==> src/rtl/dram_arbiter.sv <==
// Arbitrates the DRAM sequencer between port 0 (CPU), port 1 (DMA/video) and refresh.
// Define ARB_WATCHDOG_EN to add a BUSY/REFRESH timeout that reports ERR.
module dram_arbiter #(
    parameter int ADDR_W     = 28,
    parameter int CPU_MAX    = 4,
    parameter int WDT_CYCLES = 255
) (
    input  logic              clk,
    input  logic              rst,
    input  logic              req0,
    input  logic              req1,
    input  logic [ADDR_W-1:0] addr0,
    input  logic [ADDR_W-1:0] addr1,
    input  logic              rw0,
    input  logic              rw1,
    input  logic [1:0]        siz0,
    input  logic [1:0]        siz1,
    output logic              gnt0,
    output logic              gnt1,
    output logic              done0,
    output logic              done1,
    output logic              err,
    input  logic              ref_req,
    output logic              ref_ack,
    output logic              mem_start,
    output logic              mem_ref,
    output logic [ADDR_W-1:0] mem_addr,
    output logic              mem_rw,
    output logic [1:0]        mem_siz,
    input  logic              mem_done
);

    localparam int STARVE_W = (CPU_MAX < 1) ? 1 : $clog2(CPU_MAX + 1);

    typedef enum logic [1:0] {IDLE, BUSY, REFRESH, RECOVER} state_t;
    typedef enum logic [1:0] {OP_NONE, OP_PORT0, OP_PORT1, OP_REF} op_t;

    state_t              state;
    state_t              state_next;
    op_t                 pick;
    op_t                 op;
    logic [STARVE_W-1:0] starve;
    logic                in_op;
    logic                timeout;
    logic                timed_out;

    assign in_op = (state == BUSY) || (state == REFRESH);

    always_ff @(posedge clk) begin
        if (rst) begin
            state <= IDLE;
        end else begin
            state <= state_next;
        end
    end

    // Arbitration only happens in IDLE; a starved port 1 overtakes port 0.
    always_comb begin
        pick       = OP_NONE;
        state_next = state;
        case (state)
            IDLE: begin
                if (ref_req) begin
                    pick = OP_REF;
                end else if (req1 && (starve == STARVE_W'(CPU_MAX))) begin
                    pick = OP_PORT1;
                end else if (req0) begin
                    pick = OP_PORT0;
                end else if (req1) begin
                    pick = OP_PORT1;
                end
                if (pick == OP_REF) begin
                    state_next = REFRESH;
                end else if (pick != OP_NONE) begin
                    state_next = BUSY;
                end
            end
            BUSY, REFRESH: begin
                if (mem_done || timeout) begin
                    state_next = RECOVER;
                end
            end
            RECOVER: state_next = IDLE;
            default: state_next = IDLE;
        endcase
    end

    always_comb begin
        gnt0    = 1'b0;
        gnt1    = 1'b0;
        done0   = 1'b0;
        done1   = 1'b0;
        ref_ack = 1'b0;
        err     = 1'b0;
        mem_ref = (state == REFRESH);
        if (in_op || (state == RECOVER)) begin
            gnt0 = (op == OP_PORT0);
            gnt1 = (op == OP_PORT1);
        end
        if (state == RECOVER) begin
            done0   = (op == OP_PORT0);
            done1   = (op == OP_PORT1);
            ref_ack = (op == OP_REF);
            err     = timed_out;
        end
    end

    // Request attributes are captured once at grant and held for the whole operation.
    always_ff @(posedge clk) begin
        if (rst) begin
            op        <= OP_NONE;
            mem_start <= 1'b0;
            mem_addr  <= '0;
            mem_rw    <= 1'b1;
            mem_siz   <= '0;
            starve    <= '0;
        end else begin
            mem_start <= (pick != OP_NONE);
            if (pick != OP_NONE) begin
                op <= pick;
            end
            if (pick == OP_PORT0) begin
                mem_addr <= addr0;
                mem_rw   <= rw0;
                mem_siz  <= siz0;
            end else if (pick == OP_PORT1) begin
                mem_addr <= addr1;
                mem_rw   <= rw1;
                mem_siz  <= siz1;
            end
            if (state == IDLE) begin
                if (!req1 || (pick == OP_PORT1)) begin
                    starve <= '0;
                end else if ((pick == OP_PORT0) && (starve != STARVE_W'(CPU_MAX))) begin
                    starve <= starve + 1'b1;
                end
            end
        end
    end

`ifdef ARB_WATCHDOG_EN
    localparam int WDT_W = $clog2(WDT_CYCLES + 1);

    logic [WDT_W-1:0] wdt_count;

    // Counter is zero on the MEM_START cycle, so the timeout lands WDT_CYCLES after it.
    always_ff @(posedge clk) begin
        if (rst) begin
            wdt_count <= '0;
            timed_out <= 1'b0;
        end else begin
            wdt_count <= in_op ? wdt_count + 1'b1 : '0;
            timed_out <= in_op && timeout;
        end
    end

    assign timeout = (wdt_count == WDT_W'(WDT_CYCLES - 1)) && !mem_done;
`else
    logic unused_wdt;

    assign unused_wdt = WDT_CYCLES[0];
    assign timeout    = 1'b0;
    assign timed_out  = 1'b0;
`endif

endmodule

==> config.mk <==
export PLATFORM = sky130hd
export DESIGN_NAME = dram_arbiter
export DESIGN_NICKNAME = d
export VERILOG_FILES = /design/src/rtl/dram_arbiter.sv
export SDC_FILE = /design/constraint.sdc
export NUM_CORES = 1
export LEC_CHECK = 0
export ABC_AREA = 1
export CAP_MARGIN = 20
export CELL_PAD_IN_SITES_DETAIL_PLACEMENT = 0
export CELL_PAD_IN_SITES_GLOBAL_PLACEMENT = 1
export CORE_UTILIZATION = 33
export DETAILED_ROUTE_END_ITERATION = 8
export PLACE_DENSITY = 0.95
export SLEW_MARGIN = 15
export SYNTH_ARGS = -nofsm -noshare
export SYNTH_HDL_FRONTEND = slang
export SYNTH_SLANG_ARGS = --single-unit
==> constraint.sdc <==
create_clock -name clk -period 4.2 [get_ports clk]
set_input_delay 0.84 -clock clk [delete_from_list [all_inputs] [get_ports clk]]
set_output_delay 0.84 -clock clk [all_outputs]
set_load 0.01 [all_outputs]
==> out/summary.log <==
[sta] final count of pins violating max slew 0
[sta] Hold Vio Cnt, Final 0
[grt] first-pass GRT wire length 9320 µm
[floorplan] number of standard-cell rows in the floorplan 31
[clock_network] H-tree depth 2
[placed_design] placed cell areas 3560 µm²
[route] post-detailed-route count of antenna-violating nets 0
[clock_network] number of CTS-inserted buffers 5
[critical_path] FF-to-FF Start starve[0]
[critical_path] maximum cell stage delay along the critical path 0.56 ns
[route] total routed wirelength 5840 µm
[grt] total routing resource utilization after global routing 14.9%
[clock_network] Longest Clk Path Bufs 2
[clock_network] post-CTS sizing 0
[grt] largest net degree at the start of global routing 39
[grt] leftover overflow at the end of global routing 0
[yosys] most numerous cell in the Yosys netlist nand2_1
[sta] fin crit share 67.6%
[power] maximum resistive drop on vdd 0.000406 V
[yosys] Gate Count Post-Synth 295
[critical_path] worst-path cell with the longest stage delay ha_1
[sta] setup skew after layout 0.00756 ns
[placed_design] number of port buffers 105
[critical_path] Critical Path AT 3.02 ns
[layout] Inserted Diodes 0
[route] DR WL/cell 11.8 µm
[layout] Final Net Count 471
[clock_network] source-to-sink clock delay at the later pin of the worst-skew pair 0.29 ns
[layout] share of cells above drive strength 1 31.4%
[route] DRC viols 0
[sta] shortest period the worst path allows 2.84 ns
[sta] summed negative setup slack over all endpoints 0 ns
[critical_path] most frequent CP cell nand2_1
[grt] initial antenna violation count 0
[yosys] Synth Cell Area 2520 µm²
[power] reported leakage power 1.65 nW
[sta] setup repair after global routing missed its margin false
[sta] FMAX 0.352 GHz
[route] count of routing violations after the opening detailed-route iteration 50
[yosys] most area-consuming cells after synthesis dfxtp_1, o211ai_2, nand3_2
[yosys] EDFF count, synth 0
[floorplan] Die Ht 89.4 µm
[min_path] path type of the worst min-delay path reg2reg
[placed_design] post-detailed-placement half-perimeter wirelength 4380 µm
[yosys] Mapped Avg Cell Area 8.54 µm²
[yosys] Ys Warns 0
[clock_network] clock transition time at the flip-flop clock pins of the worst setup and hold paths 0.07 ns
[yosys] most frequently used flop master after synthesis dfxtp_1
[route] number of detailed-route iterations in the first pass 4
[floorplan] die area 7990 µm²
[floorplan] core area 7330 µm²
[sta] worst max-slew margin expressed relative to the limit 39.0%
[yosys] top post-synthesis cells by count nand2_1, dfxtp_1, inv_1, nand2_2, nand3_2
[grt] via count of the first global-routing pass 2091
[min_path] Hold Startpoint mem_addr[2]
[yosys] number of synthesized register bits 39
[power] power per cell area 763 nW/µm²
[clock_network] number of hold-repair buffers added at the cts stage 0
[yosys] post-synth top area cell dfxtp_1
[layout] post-synthesis to final-layout area growth 46.1%
[route] count of vias placed by the detailed router 2193
[floorplan] Die Width 89.4 µm
[flow_run] Max Cap Violations 0
[critical_path] type of the worst setup path in2reg
[route] via count normalized by instance count 4.44
[floorplan] count of boundary I/O pins 107
[status] run status finished clean
[floorplan] Initial Utilization 34.4%
[yosys] Async SR Flop Fraction 0%
[yosys] share of Yosys cell area claimed by the top area cell type 31.0%
[yosys] synthesized net count 372
[yosys] fraction of the yosys area taken by sequential cells 31.0%
[critical_path] biggest fanout along the worst timing path 13
[critical_path] cells traversed along the worst timing path clkdlybuf4s50_1, nand3_1, nand2_1, nand2_1, nand2_1, inv_1, ha_1, buf_4, nand3_2, nand2_4, nand2_1, o21ai_1, nor2_1
[critical_path] crit path launch type primary input
[sta] Worst Max-Slew Pin Slew 0.913 ns
[placed_design] routability cong. 0.778
[critical_path] Critical Path End Type register
[yosys] post-synth cell types 25
[layout] final design instance area without fill 3680 µm²
[clock_network] CTS tree yes
[clock_network] CTS Root Cell clkbuf_8
[layout] fill cell count 687
[critical_path] required time of the critical path 4.38 ns
[sta] number of endpoints failing setup at the final stage 0
[critical_path] CP Launch Point req1
[clock_network] total setup buffers inserted after CTS 0
[clock_network] number of sinks driven by the clock tree 39
-- cells by family after synthesis --
| family | synth area share (%) |
|---|---|
| adder cells (fa/ha/maj) | 4.47 |
| other | 0.149 |
| AO/OA/AOI/OAI | 17.0 |
| AND/OR/NAND/NOR | 32.2 |
| flip-flops | 31.0 |
| buffers and inverters | 15.2 |
-- final timing paths --
kind,depth (start not counted),end,slack (ns)
setup / recovery,13,starve[1],1.36
setup reg to reg,14,starve[1],1.78
hold / removal,2,mem_addr[2],0.48
hold reg to reg,2,mem_addr[2],0.48
-- layer usage --
layer  up-vias  part of all wire, %  GRT usage, %  wire (µm)
met5         -                    0             0          0
met4         0                  1.5          5.19         88
met3         9                  6.2          3.23        363
met2        74                   47          26.0       2720
met1       975                   46          18.2       2670
li1       1135                    -             -          -
-- where the power goes --
group / switching, mW / internal, mW / leakage (nW)
Combinational: 1.04 / 0.815 / 1.26
Sequential: 0.106 / 0.523 / 0.324
Clock: 0.129 / 0.192 / 0.0612
-- stage by stage --
stage               total power, mW  hold slack, ns  cells  utilization [%]  setup WS, ns
floorplan                      2.10           0.480    295                -          2.14
global placement               2.48           0.460    486             48.6          1.08
detailed placement             2.52           0.466    486             48.6          1.03
CTS                            2.85           0.488    494             50.2          1.34
global route                   3.08           0.503    494             50.2          1.12
finish                         2.80           0.482    494             50.2          1.36
-- critical path: cells and delay by family --
kind                       cells  cell delay [ns]
buffers and inverters          3             0.87
and+or+nand+nor                8             0.68
adders and majority gates      1             0.56
AOI/OAI and AO/OA              1             0.06
-- layout by cell type, fill, tap and decap left out, drive strengths merged, types with 6 or more instances in the layout --
master / netlist / layout
nor2: 7 / 7
clkbuf: 0 / 6
clkdlybuf4s50: 0 / 105
a21oi: 6 / 6
dfxtp: 39 / 39
inv: 51 / 51
nand2: 85 / 85
nand3: 37 / 37
ha: 9 / 9
o211ai: 30 / 30
-- sequential cells by signal (all words and copies together), names as in the netlist --
register   flops
mem_addr      28
mem_rw         1
mem_siz        2
mem_start      1
op             2
starve         3
state          2
-- layout make-up --
| type | count | area, µm² | area share [%] |
|---|---|---|---|
| Tap cell | 99 | 124 | 3.37 |
| Timing Repair Buffer | 110 | 1090 | 29.6 |
| Inverter | 51 | 199 | 5.41 |
| Clock buffer | 6 | 82.6 | 2.24 |
| Clock inverter | 2 | 35.0 | 0.952 |
| Sequential cell | 39 | 781 | 21.2 |
| Multi-Input combinational cell | 187 | 1370 | 37.2 |
No activity file was read; power rests on OpenSTA's default activity.
